==> src/rtl/icache_pkg.sv <==
// Shared instruction-cache definitions: geometry defaults, controller state
// encoding and a small address-layout helper.
package icache_pkg;

  localparam int ICACHE_INDEX_W = 6;
  localparam int ICACHE_TAG_W   = 22;
  localparam int ICACHE_WORDS   = 4;

  // Controller states; IDLE is zero so a cleared state register reads as IDLE.
  typedef enum logic [2:0] {
    ST_IDLE   = 3'd0,
    ST_LOOKUP = 3'd1,
    ST_MISS   = 3'd2,
    ST_REFILL = 3'd3,
    ST_UPDATE = 3'd4,
    ST_DONE   = 3'd5,
    ST_FLUSH  = 3'd6
  } icache_state_e;

  // Number of address bits below the index: byte offset (2) plus word select.
  function automatic int line_off_w(input int words);
    return $clog2(words) + 2;
  endfunction

endpackage

==> src/rtl/icache_ctrl_if.sv <==
// Bundle of every signal between the icache controller and its neighbours:
// CPU fetch port, line-refill memory port, valid/tag RAM ports, status.
//
// Handshakes: the CPU raises CpuReq with a stable CpuAddr and holds both until
// the single-cycle CpuAck pulse. The controller raises MemReq with a stable
// MemAddr and holds both until memory returns the first MemValid beat; each
// further cycle with MemValid high carries exactly one more beat, and cycles
// with MemValid low are simply gaps.
interface icache_ctrl_if #(
  parameter int INDEX_W = icache_pkg::ICACHE_INDEX_W,
  parameter int TAG_W   = icache_pkg::ICACHE_TAG_W,
  parameter int WORDS   = icache_pkg::ICACHE_WORDS
);
  import icache_pkg::*;

  logic                     CpuReq;
  logic [31:0]              CpuAddr;
  logic                     CpuAck;
  logic                     Flush;
  logic                     FlushDone;
  logic                     MemReq;
  logic [31:0]              MemAddr;
  logic                     MemValid;
  logic                     DataWe;
  logic [$clog2(WORDS)-1:0] DataWordSel;
  logic [INDEX_W-1:0]       ValidAddr;
  logic                     ValidWrite;
  logic                     ValidIn;
  logic                     ValidOut;
  logic                     TagWrite;
  logic [TAG_W-1:0]         TagIn;
  logic [TAG_W-1:0]         TagOut;
  logic                     Busy;
  icache_state_e            DbgState;

  // Controller side.
  modport master (
    input  CpuReq, CpuAddr, Flush, MemValid, ValidOut, TagOut,
    output CpuAck, FlushDone, MemReq, MemAddr, DataWe, DataWordSel,
           ValidAddr, ValidWrite, ValidIn, TagWrite, TagIn, Busy, DbgState
  );

  // CPU, memory and RAM side.
  modport slave (
    output CpuReq, CpuAddr, Flush, MemValid, ValidOut, TagOut,
    input  CpuAck, FlushDone, MemReq, MemAddr, DataWe, DataWordSel,
           ValidAddr, ValidWrite, ValidIn, TagWrite, TagIn, Busy, DbgState
  );

endinterface

==> src/rtl/icache_ctrl.sv <==
// Instruction-cache controller: lookup against external valid/tag RAMs,
// line refill from memory, and a full-array invalidate sweep on Flush.
// The valid/tag RAMs have a one-cycle registered read, so the lookup index is
// presented straight from CpuAddr in IDLE and the compare happens in LOOKUP.
module icache_ctrl
  import icache_pkg::*;
#(
  parameter int INDEX_W = ICACHE_INDEX_W,
  parameter int TAG_W   = ICACHE_TAG_W,
  parameter int WORDS   = ICACHE_WORDS
) (
  input  logic         Clk,
  input  logic         Reset,
  icache_ctrl_if.master bus
);

  localparam int WORD_W = $clog2(WORDS);
  localparam int OFF_W  = line_off_w(WORDS);
  localparam int LINE_W = 32 - OFF_W;
  localparam logic [WORD_W-1:0]  BEAT_LAST  = WORD_W'(WORDS - 1);
  localparam logic [INDEX_W-1:0] INDEX_LAST = {INDEX_W{1'b1}};

  icache_state_e      r_state;
  logic [LINE_W-1:0]  r_line;        // latched CpuAddr above the line offset
  logic [WORD_W-1:0]  r_beat;
  logic [INDEX_W-1:0] r_flush_cnt;
  logic               r_flush_pend;
  logic               r_armed;       // low only in the first IDLE cycle after reset

  logic               w_idle_live;
  logic               w_flush_go;
  logic               w_accept;
  logic               w_hit;
  logic [TAG_W-1:0]   w_tag;
  logic [INDEX_W-1:0] w_index;

  logic               w_cpu_ack;
  logic               w_flush_done;
  logic               w_mem_req;
  logic [31:0]        w_mem_addr;
  logic               w_data_we;
  logic [WORD_W-1:0]  w_word_sel;
  logic [INDEX_W-1:0] w_valid_addr;
  logic               w_valid_write;
  logic               w_valid_in;
  logic               w_tag_write;
  logic [TAG_W-1:0]   w_tag_in;
  logic               w_busy;
  icache_state_e      w_dbg_state;

  assign w_tag       = r_line[INDEX_W +: TAG_W];
  assign w_index     = r_line[INDEX_W-1:0];
  assign w_idle_live = (r_state == ST_IDLE) && r_armed;
  assign w_flush_go  = bus.Flush || r_flush_pend;
  assign w_accept    = w_idle_live && !w_flush_go && bus.CpuReq;
  assign w_hit       = bus.ValidOut && (bus.TagOut == w_tag);

  // Controller state, address latch, refill beat and flush sweep counters.
  always_ff @(posedge Clk) begin
    if (Reset) begin
      r_state      <= ST_IDLE;
      r_line       <= '0;
      r_beat       <= '0;
      r_flush_cnt  <= '0;
      r_flush_pend <= 1'b0;
      r_armed      <= 1'b0;
    end else begin
      r_armed <= 1'b1;
      // A flush that cannot start right now is remembered; repeats collapse.
      if (bus.Flush && !w_idle_live) r_flush_pend <= 1'b1;
      case (r_state)
        ST_IDLE: begin
          if (w_idle_live && w_flush_go) begin
            r_state      <= ST_FLUSH;
            r_flush_cnt  <= '0;
            r_flush_pend <= 1'b0;
          end else if (w_accept) begin
            r_line  <= bus.CpuAddr[31:OFF_W];
            r_state <= ST_LOOKUP;
          end
        end
        ST_LOOKUP: begin
          r_beat  <= '0;
          r_state <= w_hit ? ST_IDLE : ST_MISS;
        end
        ST_MISS: begin
          if (bus.MemValid) begin
            r_beat  <= r_beat + 1'b1;
            r_state <= ST_REFILL;
          end
        end
        ST_REFILL: begin
          if (bus.MemValid) begin
            if (r_beat == BEAT_LAST) begin
              r_beat  <= '0;
              r_state <= ST_UPDATE;
            end else begin
              r_beat <= r_beat + 1'b1;
            end
          end
        end
        ST_UPDATE: r_state <= ST_DONE;
        ST_DONE:   r_state <= ST_IDLE;
        ST_FLUSH: begin
          if (r_flush_cnt == INDEX_LAST) begin
            r_flush_cnt <= '0;
            r_state     <= ST_IDLE;
          end else begin
            r_flush_cnt <= r_flush_cnt + 1'b1;
          end
        end
        default: r_state <= ST_IDLE;
      endcase
    end
  end

  // Output decode from the state register; everything is forced low in reset.
  always_comb begin
    w_cpu_ack     = 1'b0;
    w_flush_done  = 1'b0;
    w_mem_req     = 1'b0;
    w_mem_addr    = '0;
    w_data_we     = 1'b0;
    w_word_sel    = '0;
    w_valid_addr  = '0;
    w_valid_write = 1'b0;
    w_valid_in    = 1'b0;
    w_tag_write   = 1'b0;
    w_tag_in      = '0;
    w_busy        = 1'b0;
    w_dbg_state   = ST_IDLE;
    if (!Reset) begin
      w_busy      = (r_state != ST_IDLE);
      w_dbg_state = r_state;
      case (r_state)
        ST_IDLE: begin
          if (w_accept) w_valid_addr = bus.CpuAddr[OFF_W +: INDEX_W];
        end
        ST_LOOKUP: w_cpu_ack = w_hit;
        ST_MISS: begin
          w_mem_req  = 1'b1;
          w_mem_addr = {r_line, {OFF_W{1'b0}}};
          w_data_we  = bus.MemValid;
          w_word_sel = r_beat;
        end
        ST_REFILL: begin
          w_data_we  = bus.MemValid;
          w_word_sel = r_beat;
        end
        ST_UPDATE: begin
          w_valid_addr  = w_index;
          w_valid_write = 1'b1;
          w_valid_in    = 1'b1;
          w_tag_write   = 1'b1;
          w_tag_in      = w_tag;
        end
        ST_DONE: w_cpu_ack = 1'b1;
        ST_FLUSH: begin
          w_valid_addr  = r_flush_cnt;
          w_valid_write = 1'b1;
          w_flush_done  = (r_flush_cnt == INDEX_LAST);
        end
        default: ;
      endcase
    end
  end

  assign bus.CpuAck      = w_cpu_ack;
  assign bus.FlushDone   = w_flush_done;
  assign bus.MemReq      = w_mem_req;
  assign bus.MemAddr     = w_mem_addr;
  assign bus.DataWe      = w_data_we;
  assign bus.DataWordSel = w_word_sel;
  assign bus.ValidAddr   = w_valid_addr;
  assign bus.ValidWrite  = w_valid_write;
  assign bus.ValidIn     = w_valid_in;
  assign bus.TagWrite    = w_tag_write;
  assign bus.TagIn       = w_tag_in;
  assign bus.Busy        = w_busy;
  assign bus.DbgState    = w_dbg_state;

endmodule

==> src/flat_wrapper.sv <==
// flat-port wrapper written by rule: the top's interface ports become plain ports
module icache_ctrl_flat import icache_pkg::*;
#(
  parameter int INDEX_W = ICACHE_INDEX_W,
  parameter int TAG_W   = ICACHE_TAG_W,
  parameter int WORDS   = ICACHE_WORDS
)
  (Clk, Reset, bus_CpuReq, bus_CpuAddr, bus_Flush, bus_MemValid, bus_ValidOut, bus_TagOut, bus_CpuAck, bus_FlushDone, bus_MemReq, bus_MemAddr, bus_DataWe, bus_DataWordSel, bus_ValidAddr, bus_ValidWrite, bus_ValidIn, bus_TagWrite, bus_TagIn, bus_Busy, bus_DbgState);
  icache_ctrl_if #(.INDEX_W(INDEX_W), .TAG_W(TAG_W), .WORDS(WORDS)) bus_i ();
  input  logic Clk;
  input  logic Reset;
  input wire logic [$bits(bus_i.CpuReq)-1:0] bus_CpuReq;
  input wire logic [$bits(bus_i.CpuAddr)-1:0] bus_CpuAddr;
  input wire logic [$bits(bus_i.Flush)-1:0] bus_Flush;
  input wire logic [$bits(bus_i.MemValid)-1:0] bus_MemValid;
  input wire logic [$bits(bus_i.ValidOut)-1:0] bus_ValidOut;
  input wire logic [$bits(bus_i.TagOut)-1:0] bus_TagOut;
  output wire logic [$bits(bus_i.CpuAck)-1:0] bus_CpuAck;
  output wire logic [$bits(bus_i.FlushDone)-1:0] bus_FlushDone;
  output wire logic [$bits(bus_i.MemReq)-1:0] bus_MemReq;
  output wire logic [$bits(bus_i.MemAddr)-1:0] bus_MemAddr;
  output wire logic [$bits(bus_i.DataWe)-1:0] bus_DataWe;
  output wire logic [$bits(bus_i.DataWordSel)-1:0] bus_DataWordSel;
  output wire logic [$bits(bus_i.ValidAddr)-1:0] bus_ValidAddr;
  output wire logic [$bits(bus_i.ValidWrite)-1:0] bus_ValidWrite;
  output wire logic [$bits(bus_i.ValidIn)-1:0] bus_ValidIn;
  output wire logic [$bits(bus_i.TagWrite)-1:0] bus_TagWrite;
  output wire logic [$bits(bus_i.TagIn)-1:0] bus_TagIn;
  output wire logic [$bits(bus_i.Busy)-1:0] bus_Busy;
  output wire logic [$bits(bus_i.DbgState)-1:0] bus_DbgState;
  assign bus_i.CpuReq = bus_CpuReq;
  assign bus_i.CpuAddr = bus_CpuAddr;
  assign bus_i.Flush = bus_Flush;
  assign bus_i.MemValid = bus_MemValid;
  assign bus_i.ValidOut = bus_ValidOut;
  assign bus_i.TagOut = bus_TagOut;
  assign bus_CpuAck = bus_i.CpuAck;
  assign bus_FlushDone = bus_i.FlushDone;
  assign bus_MemReq = bus_i.MemReq;
  assign bus_MemAddr = bus_i.MemAddr;
  assign bus_DataWe = bus_i.DataWe;
  assign bus_DataWordSel = bus_i.DataWordSel;
  assign bus_ValidAddr = bus_i.ValidAddr;
  assign bus_ValidWrite = bus_i.ValidWrite;
  assign bus_ValidIn = bus_i.ValidIn;
  assign bus_TagWrite = bus_i.TagWrite;
  assign bus_TagIn = bus_i.TagIn;
  assign bus_Busy = bus_i.Busy;
  assign bus_DbgState = bus_i.DbgState;
  icache_ctrl #(.INDEX_W(INDEX_W), .TAG_W(TAG_W), .WORDS(WORDS)) u_core (.Clk(Clk), .Reset(Reset), .bus(bus_i));
endmodule
==> config.mk <==
export PLATFORM = sky130hd
export DESIGN_NAME = icache_ctrl_flat
export DESIGN_NICKNAME = d
export VERILOG_FILES = /design/src/rtl/icache_pkg.sv /design/src/rtl/icache_ctrl_if.sv /design/src/rtl/icache_ctrl.sv /design/src/flat_wrapper.sv
export SDC_FILE = /design/constraint.sdc
export NUM_CORES = 1
export LEC_CHECK = 0
export BUFFER_PORTS_ARGS = -buffer_cell sky130_fd_sc_hd__buf_4
export CAP_MARGIN = 20
export CELL_PAD_IN_SITES_DETAIL_PLACEMENT = 1
export CELL_PAD_IN_SITES_GLOBAL_PLACEMENT = 1
export CORE_MARGIN = 2
export CORE_UTILIZATION = 28
export DETAILED_ROUTE_END_ITERATION = 10
export GPL_ROUTABILITY_DRIVEN = 1
export PLACE_DENSITY = 0.83
export SETUP_SLACK_MARGIN = 0.5
export SLEW_MARGIN = 40
export SYNTH_ARGS = -nofsm -noshare
export SYNTH_HDL_FRONTEND = slang
export SYNTH_SLANG_ARGS = --single-unit
export TNS_END_PERCENT = 50
==> constraint.sdc <==
create_clock -name Clk -period 1.45 [get_ports Clk]
set_input_delay 0.145 -clock Clk [delete_from_list [all_inputs] [get_ports Clk]]
set_output_delay 0.145 -clock Clk [all_outputs]
set_load 0.1 [all_outputs]
==> impl_metrics.env <==
export IMPL_setup_violations=108
export IMPL_grt_max_degree=29
export IMPL_synth_seq_cells=41
export IMPL_grt_pass1_wl_mm=27.83
export IMPL_hold_depth=3
export IMPL_dp_slack_ns=-0.6450
export IMPL_dr_pass1_iters=5
export IMPL_cpPeakStageDelay_ns=0.36
export IMPL_die_area_um2=9849
export IMPL_clk_pin_slew_ns=0.10
export IMPL_antenna_diode_count=0
export IMPL_clockBufferDepth=2
export IMPL_synth_avg_cell_area_um2=7.341
export IMPL_ant_nets=0
export IMPL_netlist_area_um2=2540
export IMPL_synth_top_cell_area_share=0.3232
export IMPL_tritoncts="done"
export IMPL_yosysSeqAreaShare=0.3232
export IMPL_dpl_cell_area_um2=4363
export IMPL_vdd_drop_max_mv=1.445
export IMPL_worstHoldStart="bus_CpuAddr[28]"
export IMPL_htreeDepth=2
export IMPL_min_period_ns=2.515
export IMPL_hold_viol_final=0
export IMPL_final_max_slew_viol_count=0
export IMPL_synth_area_top_cells="dfxtp_1 (32%), nand2_1 (10%), a21oi_1 (9.3%)"
export IMPL_fin_util=0.7420
export IMPL_cts_made_buffers=5
export IMPL_routed_wl_mm=23.80
export IMPL_crit_slowest_cell="xnor2_1"
export IMPL_finalSetupTns_ns=-43.49
export IMPL_status="complete, but fails checks"
export IMPL_drive_above_1_share=0.7327
export IMPL_synth_edff_count=0
export IMPL_synthArstFlopShare=0
export IMPL_skew_ns=0.01176
export IMPL_dr_total_vias=4154
export IMPL_r2r_cells=7
export IMPL_final_fill_count=831
export IMPL_power_static_leakage_nw=2.648
export IMPL_fin_crit_sh=1.734
export IMPL_cts_root_buf="clkbuf_8"
export IMPL_synth_top_area_cell="dfxtp_1"
export IMPL_via_per_inst=6.172
export IMPL_netlist_instances=346
export IMPL_dp_cells=615
export IMPL_worst_ep_arrival_time_ns=2.37
export IMPL_wire_per_inst_um=35.36
export IMPL_grt_ovfl_total=0
export IMPL_cts_sink_count=41
export IMPL_final_area_um2=6502
export IMPL_dp_hpwl_mm=8.946
export IMPL_total_power_mw=7.373
export IMPL_cp_startpoint="u_core.r_line[24]"
export IMPL_fmax_ghz=0.3976
export IMPL_crit_family="simple AND/OR/NAND/NOR gates"
export IMPL_r2r_start="u_core.r_line[24]"
export IMPL_clk_latency_ns=0.31
export IMPL_drc=0
export IMPL_crit_cells=7
export IMPL_ios=133
export IMPL_place_congestion=0.8439
export IMPL_grt_pass1_vias=4094
export IMPL_synthToLayoutAreaGrowth_pct=156.0
export IMPL_ys_types=43
export IMPL_timing_critical_path_buf_inv=2
export IMPL_crit_chain="xnor2_1, nand4_1, nor4_4, buf_4, a21oi_4, nor3b_4, buf_12"
export IMPL_rsz0062_at_grt="true"
export IMPL_violations="negative setup slack"
export IMPL_grt_use_total=0.3829
export IMPL_end_kind="primary output"
export IMPL_final_nets=626
export IMPL_die_y_um=99.24
export IMPL_antenna_found_initial=1
export IMPL_die_w_um=99.24
export IMPL_final_cell_mix="buf_4 (116), buf_12 (80), nand2_1 (59)"
export IMPL_num_rows=34
export IMPL_port_buffers=124
export IMPL_ys_flop_type="dfxtp_1"
export IMPL_path_class="register to primary output"
export IMPL_power_density_nw_per_um2=1134
export IMPL_maxCapViolCount=0
export IMPL_drtIter0Drc=458
export IMPL_cp_max_fo=2
export IMPL_cp_start_kind="register"
export IMPL_holdWs_ns=0.09578
export IMPL_cp_required_ns=1.31
export IMPL_final_common_cell="buf_4"
export IMPL_fin_ws_ns=-1.065
export IMPL_fin_cells=673
export IMPL_core_area_um2=8763
export IMPL_yosysWarnings=0
export IMPL_min_path_type="primary input to register"
export IMPL_initial_utilization=0.2898
-- synth_stat cells (2+ instances only) --
library cell / count
nand2_1: 71
a21oi_1: 47
dfxtp_1: 41
and2_1: 30
and3_1: 24
xnor2_1: 19
nor2_1: 18
clkbuf_1: 16
buf_4: 7
o21ai_0: 7
mux2_2: 6
nor2b_1: 6
nand3_1: 5
nand4_1: 5
inv_1: 4
buf_6: 3
nor3_1: 3
nor4_1: 3
xor2_1: 3
buf_2: 2
ha_1: 2
nand3b_1: 2
or3_1: 2
-- worst register-to-register path, cell delays in order, from the launching register on --
cell and delay (ns):
dfxtp_2 0.35, xnor2_1 0.36, nand4_1 0.33, nor4_4 0.29, buf_4 0.19, buf_4 0.12
nand3_1 0.13, a31o_1 0.26
-- power breakdown --
part | switching, mW | total, mW | internal [mW] | leakage [nW]
combinational | 2.71 | 5.13 | 2.41 | 2.26
sequential | 0.167 | 1.41 | 1.25 | 0.341
clock | 0.496 | 0.832 | 0.336 | 0.0482
-- state kept, by name (all words and copies together) (netlist names) --
name                 cells
u_core.r_state           3
u_core.r_armed           1
u_core.r_flush_cnt       6
u_core.r_beat            2
u_core.r_flush_pend      1
u_core.r_line           28
-- cell families after synthesis --
group | after synthesis | share of synthesized area
simple gates | 176 | 0.3532
compound gates | 64 | 0.1389
flops | 41 | 0.3232
buf+inv | 34 | 0.07093
xor+xnor | 22 | 0.07586
mux | 6 | 0.02660
fa+ha+maj | 2 | 0.009851
other cells | 1 | 0.001476
-- timing repair --
action	in CTS	in global routing
buffers inserted	22	19
endpoints found under the hold margin	0	0
hold buffers	0	0
endpoints found under the setup margin	109	109
resized for setup	291	85
gates cloned	6	3
pin swaps	60	31
-- final cells by class --
type,instances,area (µm²),share of cell area
clock buffers,5,68.82,0.01058
repair buffers,238,3082,0.4739
well taps,108,135.1,0.02078
flip-flops and latches,41,849.6,0.1307
inverters,4,27.53,0.004233
multi-input cells,274,2323,0.3573
clock inverters,3,16.27,0.002501
-- layer usage --
layer	wire length, µm	global-route usage	share of wire	vias up
met4	1194	0.1444	0.050	0
li1	-	-	-	1590
met2	10840	0.6045	0.46	399
met5	0	0	0	-
met3	2958	0.1476	0.12	114
met1	8807	0.4735	0.37	2051
-- final timing paths --
kind / end / slack [ns]
max: bus_CpuAck / -1.07
min reg2reg: u_core.r_line[3] / 0.56
max reg2reg: u_core.r_state[1] / -0.70
min: u_core.r_line[24] / 0.1
Note: power is estimated with default switching activity, not from simulation.
